$ cat config.mk
export PLATFORM = sky130hd
export DESIGN_NAME = aes_key_sched_ctrl
export DESIGN_NICKNAME = d
export VERILOG_FILES = /design/src/rtl/aes_pkg.sv /design/src/rtl/aes_rcon_gen.sv /design/src/rtl/aes_key_sched_ctrl.sv
export SDC_FILE = /design/constraint.sdc
export NUM_CORES = 2
export LEC_CHECK = 0
export CAP_MARGIN = 10
export CELL_PAD_IN_SITES_DETAIL_PLACEMENT = 0
export CELL_PAD_IN_SITES_GLOBAL_PLACEMENT = 1
export CORE_MARGIN = 3
export CORE_UTILIZATION = 40
export DETAILED_ROUTE_END_ITERATION = 12
export GPL_TIMING_DRIVEN = 0
export HOLD_SLACK_MARGIN = 0.06
export PLACE_DENSITY_LB_ADDON = 0.1
export SLEW_MARGIN = 20
export SYNTH_ARGS = -nofsm -noshare
export SYNTH_HDL_FRONTEND = slang
export SYNTH_HIERARCHICAL = 1
export SYNTH_SLANG_ARGS = --single-unit
export TNS_END_PERCENT = 30
$ cat constraint.sdc
create_clock -name clk -period 20.8 [get_ports clk]
set_input_delay 5.2 -clock clk [delete_from_list [all_inputs] [get_ports clk]]
set_output_delay 5.2 -clock clk [all_outputs]
set_load 0.05 [all_outputs]
$ cat src/rtl/aes_pkg.sv
// Shared types, constants and GF(2^8) helper for the AES-128 key schedule blocks.
package aes_pkg;

  // Four 32-bit words; word 0 is the most significant (FIPS-197 w[i] ordering).
  typedef logic [0:3][31:0] round_key_t;

  localparam int unsigned AES128_NR = 10;
  localparam logic [7:0]  RCON_INIT = 8'h01;

  typedef enum logic [2:0] {
    StIdle,
    StLoad,
    StStep,
    StWait,
    StDone
  } ks_state_e;

  // Multiply by x in GF(2^8) modulo the AES polynomial.
  function automatic logic [7:0] xtime(input logic [7:0] b);
    return {b[6:0], 1'b0} ^ (b[7] ? 8'h1B : 8'h00);
  endfunction

endpackage

$ cat src/rtl/aes_rcon_gen.sv
// Round-constant register for the key schedule. load_i restarts the sequence at
// RCON_INIT, adv_i steps it by xtime(). rcon_nxt_o is the value the register
// takes at the coming edge, so a registered consumer can capture it in step.
module aes_rcon_gen
  import aes_pkg::*;
(
  input  logic       clk,
  input  logic       rst,
  input  logic       load_i,
  input  logic       adv_i,
  output logic [7:0] rcon_nxt_o
);

  logic [7:0] rcon_q;
  logic [7:0] rcon_d;

  // Next Rcon value: load wins over advance.
  always_comb begin
    rcon_d = rcon_q;
    if (load_i) begin
      rcon_d = RCON_INIT;
    end else if (adv_i) begin
      rcon_d = xtime(rcon_q);
    end
  end

  // Rcon register.
  always_ff @(posedge clk) begin
    if (rst) begin
      rcon_q <= '0;
    end else begin
      rcon_q <= rcon_d;
    end
  end

  assign rcon_nxt_o = rcon_d;

endmodule

$ cat src/rtl/aes_key_sched_ctrl.sv
// AES-128 key-schedule sequencer and round-key store. Steps an external key-gen
// round stage NR times and captures each round key into an (NR+1)-entry store
// read through a registered port.
// Optional feature: define AES_KEY_SCHED_ZEROIZE_EN to add zeroize_i, which wipes
// the store, the read register and the forwarded key and forces the FSM idle.
module aes_key_sched_ctrl
  import aes_pkg::*;
#(
  parameter int unsigned NR     = AES128_NR,
  parameter int unsigned KG_LAT = 2,
  parameter int unsigned RCON_W = 10
) (
  input  logic              clk,
  input  logic              rst,
  input  logic              start_i,
`ifdef AES_KEY_SCHED_ZEROIZE_EN
  input  logic              zeroize_i,
`endif
  input  logic [0:3][31:0]  key_i,
  output logic              busy_o,
  output logic              done_o,
  output logic              kg_en_o,
  output logic              kg_next_rnd_o,
  output logic [0:3][31:0]  kg_key_o,
  output logic [RCON_W-1:0] kg_rcon_o,
  input  logic [0:3][31:0]  kg_key_i,
  input  logic [3:0]        rk_idx_i,
  output logic [0:3][31:0]  rk_o,
  output logic [NR:0]       rk_avail_o
);

  localparam int unsigned CntW = (KG_LAT > 1) ? $clog2(KG_LAT) : 1;

  ks_state_e         state_q;
  logic              busy_q;
  logic              done_q;
  logic              kg_en_q;
  logic              kg_next_rnd_q;
  round_key_t        kg_key_q;
  logic [RCON_W-1:0] kg_rcon_q;
  logic [NR:0]       rk_avail_q;
  logic [3:0]        r_q;
  logic [CntW-1:0]   cnt_q;
  round_key_t        store_q [NR+1];
  round_key_t        rk_q;

  logic              wipe;
  logic              rcon_load;
  logic              rcon_adv;
  logic              last_wait;
  logic [7:0]        rcon_nxt;

  // Zeroize behaves like reset for every piece of state in this block.
`ifdef AES_KEY_SCHED_ZEROIZE_EN
  assign wipe = rst | zeroize_i;
`else
  assign wipe = rst;
`endif

  assign last_wait = (state_q == StWait) && (cnt_q == '0);
  assign rcon_load = (state_q == StLoad);
  assign rcon_adv  = last_wait;

  aes_rcon_gen u_rcon_gen (
    .clk        (clk),
    .rst        (wipe),
    .load_i     (rcon_load),
    .adv_i      (rcon_adv),
    .rcon_nxt_o (rcon_nxt)
  );

  // Sequencer FSM with registered outputs and the round-key store. Step outputs
  // are set on the edge entering StStep so kg_en_o is high for exactly that cycle.
  always_ff @(posedge clk) begin
    if (wipe) begin
      state_q       <= StIdle;
      busy_q        <= 1'b0;
      done_q        <= 1'b0;
      kg_en_q       <= 1'b0;
      kg_next_rnd_q <= 1'b0;
      kg_key_q      <= '0;
      kg_rcon_q     <= '0;
      rk_avail_q    <= '0;
      r_q           <= '0;
      cnt_q         <= '0;
      for (int i = 0; i <= int'(NR); i++) begin
        store_q[i] <= '0;
      end
    end else begin
      unique case (state_q)
        StIdle: begin
          if (start_i) begin
            state_q <= StLoad;
            busy_q  <= 1'b1;
          end
        end
        StLoad: begin
          store_q[0]    <= key_i;
          // A new expansion invalidates every derived key from the last run.
          rk_avail_q    <= '0;
          rk_avail_q[0] <= 1'b1;
          kg_key_q      <= key_i;
          r_q           <= 4'd1;
          kg_en_q       <= 1'b1;
          kg_next_rnd_q <= 1'b0;
          kg_rcon_q     <= {{(RCON_W-8){1'b0}}, rcon_nxt};
          state_q       <= StStep;
        end
        StStep: begin
          kg_en_q <= 1'b0;
          cnt_q   <= CntW'(KG_LAT - 1);
          state_q <= StWait;
        end
        StWait: begin
          if (cnt_q == '0) begin
            store_q[r_q]    <= kg_key_i;
            rk_avail_q[r_q] <= 1'b1;
            if (r_q == 4'(NR)) begin
              busy_q  <= 1'b0;
              done_q  <= 1'b1;
              state_q <= StDone;
            end else begin
              r_q           <= r_q + 4'd1;
              // Rounds after the first chain from the key-gen stage's own output.
              kg_en_q       <= 1'b1;
              kg_next_rnd_q <= 1'b1;
              kg_rcon_q     <= {{(RCON_W-8){1'b0}}, rcon_nxt};
              state_q       <= StStep;
            end
          end else begin
            cnt_q <= cnt_q - 1'b1;
          end
        end
        StDone: begin
          done_q  <= 1'b0;
          state_q <= StIdle;
        end
        default: begin
          state_q <= StIdle;
        end
      endcase
    end
  end

  // Registered read port; out-of-range indices read as zero.
  always_ff @(posedge clk) begin
    if (wipe) begin
      rk_q <= '0;
    end else if (int'(rk_idx_i) <= int'(NR)) begin
      rk_q <= store_q[rk_idx_i];
    end else begin
      rk_q <= '0;
    end
  end

  assign busy_o        = busy_q;
  assign done_o        = done_q;
  assign kg_en_o       = kg_en_q;
  assign kg_next_rnd_o = kg_next_rnd_q;
  assign kg_key_o      = kg_key_q;
  assign kg_rcon_o     = kg_rcon_q;
  assign rk_o          = rk_q;
  assign rk_avail_o    = rk_avail_q;

endmodule

# After elaboration in Yosys (flattened, before gate mapping)
# Memory sizes are Yosys's and may differ from the RTL's. A register that Yosys moved wholly into a read port is not among the register bits.
# Cells that the tools add are included.
classes:
  n_addsub: 2
  n_lt_le_gt_ge: 3
  n_eq_ne: 9
  mux: 43
  bitwise: 5
  n_reduce_logical: 16
ops:
  columns: ["cell", "n"]
  rows:
  - ["$mux 128", 2]
  - ["$reduce_or 128->1", 1]
  - ["$pmux 11 s2", 1]
  - ["$mux 10", 2]
  - ["$pmux 10 s2", 1]
  - ["$mux 1", 19]
  - ["$mux 8", 2]
  - ["$mux 4", 3]
  - ["$pmux 3 s4", 1]
  - ["$mux 11", 1]
  - ["$or 11x11->11", 1]
  - ["$mux 3", 3]
  - ["$reduce_and 3->1", 3]
  - ["$pmux 1 s2", 4]
  - ["$pmux 4 s2", 1]
  - ["$reduce_bool 2->1", 4]
  - ["$xor 8x8->8", 1]
  - ["$eq 3x2->1 const B", 2]
  - ["$ne 2x2->1 const B", 3]
  - ["$lt 4x5->1 const B", 1]
  - ["$mux 5", 1]
  - ["$add 4x1->4 const B", 1]
  - ["$demux 1 s4", 1]
  - ["$eq 4x4->1 const B", 1]
  - ["other kinds (15)", 18]
totals:
  reg_bits: 169
  mem_bits_rw: 1408
  inputBits: 263
  output_inout_bits: 281
  wordCells: 93
  mem_count: 1
mem_list:
  columns: ["memory", "words", "width", "rd", "rd_ports_with_merged_regs", "write_ports", "line", "text"]
  rows:
  - ["store_q", 11, 128, 1, 1, 11, "aes_key_sched_ctrl.sv:44", "round_key_t store_q [NR+1];"]

# Depth between registers and ports, before layout
logic_depth:
  ltp_word: 7
  mapped_depth: 10

# By module
# The synthesis kept the hierarchy.
by_module_without_submodules:
  columns: ["module", "instances", "cells_each", "area_each_um2", "seq_area_each_um2"]
  rows:
  - ["aes_key_sched_ctrl", 1, 5700, 69185.1, 46774.9]
  - ["aes_rcon_gen", 1, 42, 402.9, 160.2]

# Worst setup path before layout
# Ideal clock, no wire load.
synth_timing:
  path_kind: "input to register"
  startpoint: "in rst"
  endpoint: "mem store_q[9][0] (netlist bit), enable pin"
  t_arrival_ns: 14.143
  required_time_ns: 20.027
  path_slack_ns: 5.884
  stages: 5
  path_cell_list: "buf_6 > inv_1 > nand2_1 > a21oi_1 > nor3_1"
synth_lines:
  columns: ["element", "line", "text"]
  rows:
  - ["from (decl)", "aes_key_sched_ctrl.sv:14", "input logic rst,"]
  - ["to (decl)", "aes_key_sched_ctrl.sv:44", null]

==> run metrics <==
crit path kind primary input to flop; CTS buffer count between 150 and 200; PD cells 92.48 nW/µm²; post_cts resized 0; clock sink count 1704; Hold Crit Class flop to flop; post-DP HPWL 176500 µm; EDFF count, synth 1281; synthesized netlist cell count ~5700; die height 423.1 µm; post-route ant nets 0; clk_skew 0.03805 ns; GRT Residual Overflow 0; Max FO, Critical Path 35; Slew Viols, Final 0; leading cell type in the layout, fill and taps excluded edfxtp_1; H-tree levels 4; Placer Congestion roughly 0.82; Yosys reg bits 1704; CTS tree built; Post-Route WL approximately 260000 µm; Startpoint Class primary input; initial core utilization 0.4039; core area 172300 µm²; R2R cell count 9; GRT Total Usage 0.2824; MaxCap Viol Count 0; Root Buffer clkbuf_16; TritonRoute pass-1 iters 6; Crit. Startpoint rst; RSZ-0062 raised after global routing false; overall die width 423.1 µm; row cnt 152; worst r2r dst store_q[5][24]; Clock transition at path regs around 0.06 ns; worst skew pair latency 0.81 ns; Min Hold Slack 0.4496 ns; Hold Vio Cnt, Final 0; clk buf depth 3; status finished clean; CTS Hold Buffers Added 0; port buffer count between 500 and 600; post-synthesis sequential area ratio 0.6745; DR vias/cell 5.450; R2R Setup Slk 16.92 ns; Final Setup Violations 0; LEAKAGE between 30 and 40 nW; f_max about 0.12 GHz; Mapped Area 69590 µm²; Post-CTS Setup Bufs 0; Residual DRC 0; Ports roughly 540; initial antenna violation count 16; most frequent cells in the layout edfxtp_1, nor2_1, mux2i_1; Tmin final roughly 8.5 ns; fin crit share 0.4103; pin count of the biggest net entering global routing 42; share of layout cells above drive strength 1 0.1155; Post-synth ARST share 0; yosys warns 6; vias post-DR 49050; fin nets ~6800; Least-Margin Pin Slew between 1 and 1.5 ns; Top FF cell, synth edfxtp_1; area growth from synthesis to layout 22.12%; initial DRC count 5021; Netlist cell types 49; slew margin rel. 0.2066; Avg WL per Cell approximately 29 µm; crit path to store_q[5][24]; Worst EP arrival about 9 ns; die footprint 179000 µm²; syn_area_per_cell 12.12 µm²; worst endpoint required time roughly 21 ns; Crit. End Element flop; first-pass GRT wire length approximately 360000 µm; VDD IR-drop max just under 0.08 mV; RR Startpoint r_q[0]; final core utilization 0.4932; vias in the first global route 48600
==> sequential cells by signal (all words and copies together) (netlist names) <==
name / count
done_o: 1
kg_rcon_o: 8
kg_next_rnd_o: 1
rk_avail_o: 11
state_q: 3
busy_o: 1
store_q: 1409
kg_key_o: 128
kg_en_o: 1
r_q: 4
u_rcon_gen/rcon_q: 8
rk_o: 128
cnt_q: 1
==> cell usage after synthesis, types with 2 or more instances <==
library cell  number  share of area
nor3b_1            2        0.00022
o21ai_0          260          0.019
a31oi_1            3        0.00027
clkbuf_1          99         0.0053
a21oi_1          145          0.010
nor3_1             2        0.00014
a22oi_1          129          0.014
a211oi_2           3        0.00054
mux2_2             2        0.00032
buf_1             31         0.0017
mux2i_1          652          0.094
dfxtp_1          423           0.12
nand3_1            6        0.00043
buf_6             26         0.0042
nand3b_1           2        0.00022
and2b_1            2        0.00022
nor4_1             2        0.00018
a211o_1          128          0.016
nor2b_1            3        0.00027
nor2_1          1193          0.064
o22ai_1          256          0.023
and3b_1            2        0.00025
inv_1            137         0.0074
a211oi_1           6        0.00065
nand2_1          535          0.029
ha_1               4        0.00072
xnor2_1            3        0.00038
nor4_4             2        0.00061
buf_2            327          0.024
nor4b_1            3        0.00038
edfxtp_1        1281           0.55
buf_4             56         0.0060
==> worst min path at each step <==
stage,from,end,cells past startpoint
after floorplan,store_q[10][122],store_q[10][122],2
after global placement,store_q[10][93],store_q[10][93],2
after detailed placement,kg_en_o,kg_en_o,2
after CTS,kg_en_o,kg_en_o,2
after global routing,kg_en_o,kg_en_o,2
final,kg_en_o,kg_en_o,2
==> power breakdown <==
group	internal [W]	switching (W)
combinational	0.000233	0.000508
clock	0.00190	0.00138
sequential	0.00379	0.0000424
total	0.00593	0.00193
==> worst max-delay path, stage by stage <==
cell             delay, ns
clkdlybuf4s50_1       0.77
buf_6                 0.34
nor4_4                0.35
nand3_1               0.36
buf_2                 0.39
buf_2                 0.30
nand2_4               0.36
buf_12                0.27
buf_12                0.26
buf_16                0.29
==> metal layers <==
layer,up-vias,share of wire,GRT usage
li1,21930,-,-
met1,24790,0.42,0.3787
met2,1903,0.47,0.4582
met3,422,0.068,0.04459
met4,4,0.044,0.1152
met5,-,0.000073,0
==> layout make-up <==
class                           instances  area, µm²
Fill cell                           15720      87320
Sequential cell                      1704      46940
Multi-Input combinational cell       3361      19360
Timing Repair Buffer                  593       6392
Clock buffer                          267       5266
Tap cell                             2310       2890
Buffer                                541       2879
Clock inverter                         81      732.0
Inverter                              137      514.2
Antenna cell                            7      17.52
==> through the flow <==
stage / setup TNS (ns) / power [W] / std cells / cell area (µm²) / setup slack, ns
floorplan: 0 / 0.004306 / 5743 / 69590 / 5.884
global placement: -807.96 / 0.004665 / 8591 / 77870 / -6.361
detailed placement: 0 / 0.004650 / 8646 / 78970 / 11.49
CTS: 0 / 0.007904 / 8994 / 84970 / 12.34
global route: 0 / 0.008076 / 8998 / 84980 / 12.24
finish: 0 / 0.007860 / 9001 / 84980 / 12.27
==> cells by family (layout without fill, tap and decap cells) <==
kind of cell / count (synthesis) / count (layout) / share of synthesized area
AO/OA/AOI/OAI: 935 / 935 / 0.08435
XOR/XNOR: 3 / 3 / 0.0003777
adder cells (fa/ha/maj): 4 / 4 / 0.0007192
buffers and inverters: 678 / 1619 / 0.04846
flip-flops: 1704 / 1704 / 0.6745
multiplexers: 654 / 654 / 0.09411
other: 1 / 9 / 0.00005389
AND/OR/NAND/NOR: 1763 / 1763 / 0.09747
(Power assumes the default switching activity.)
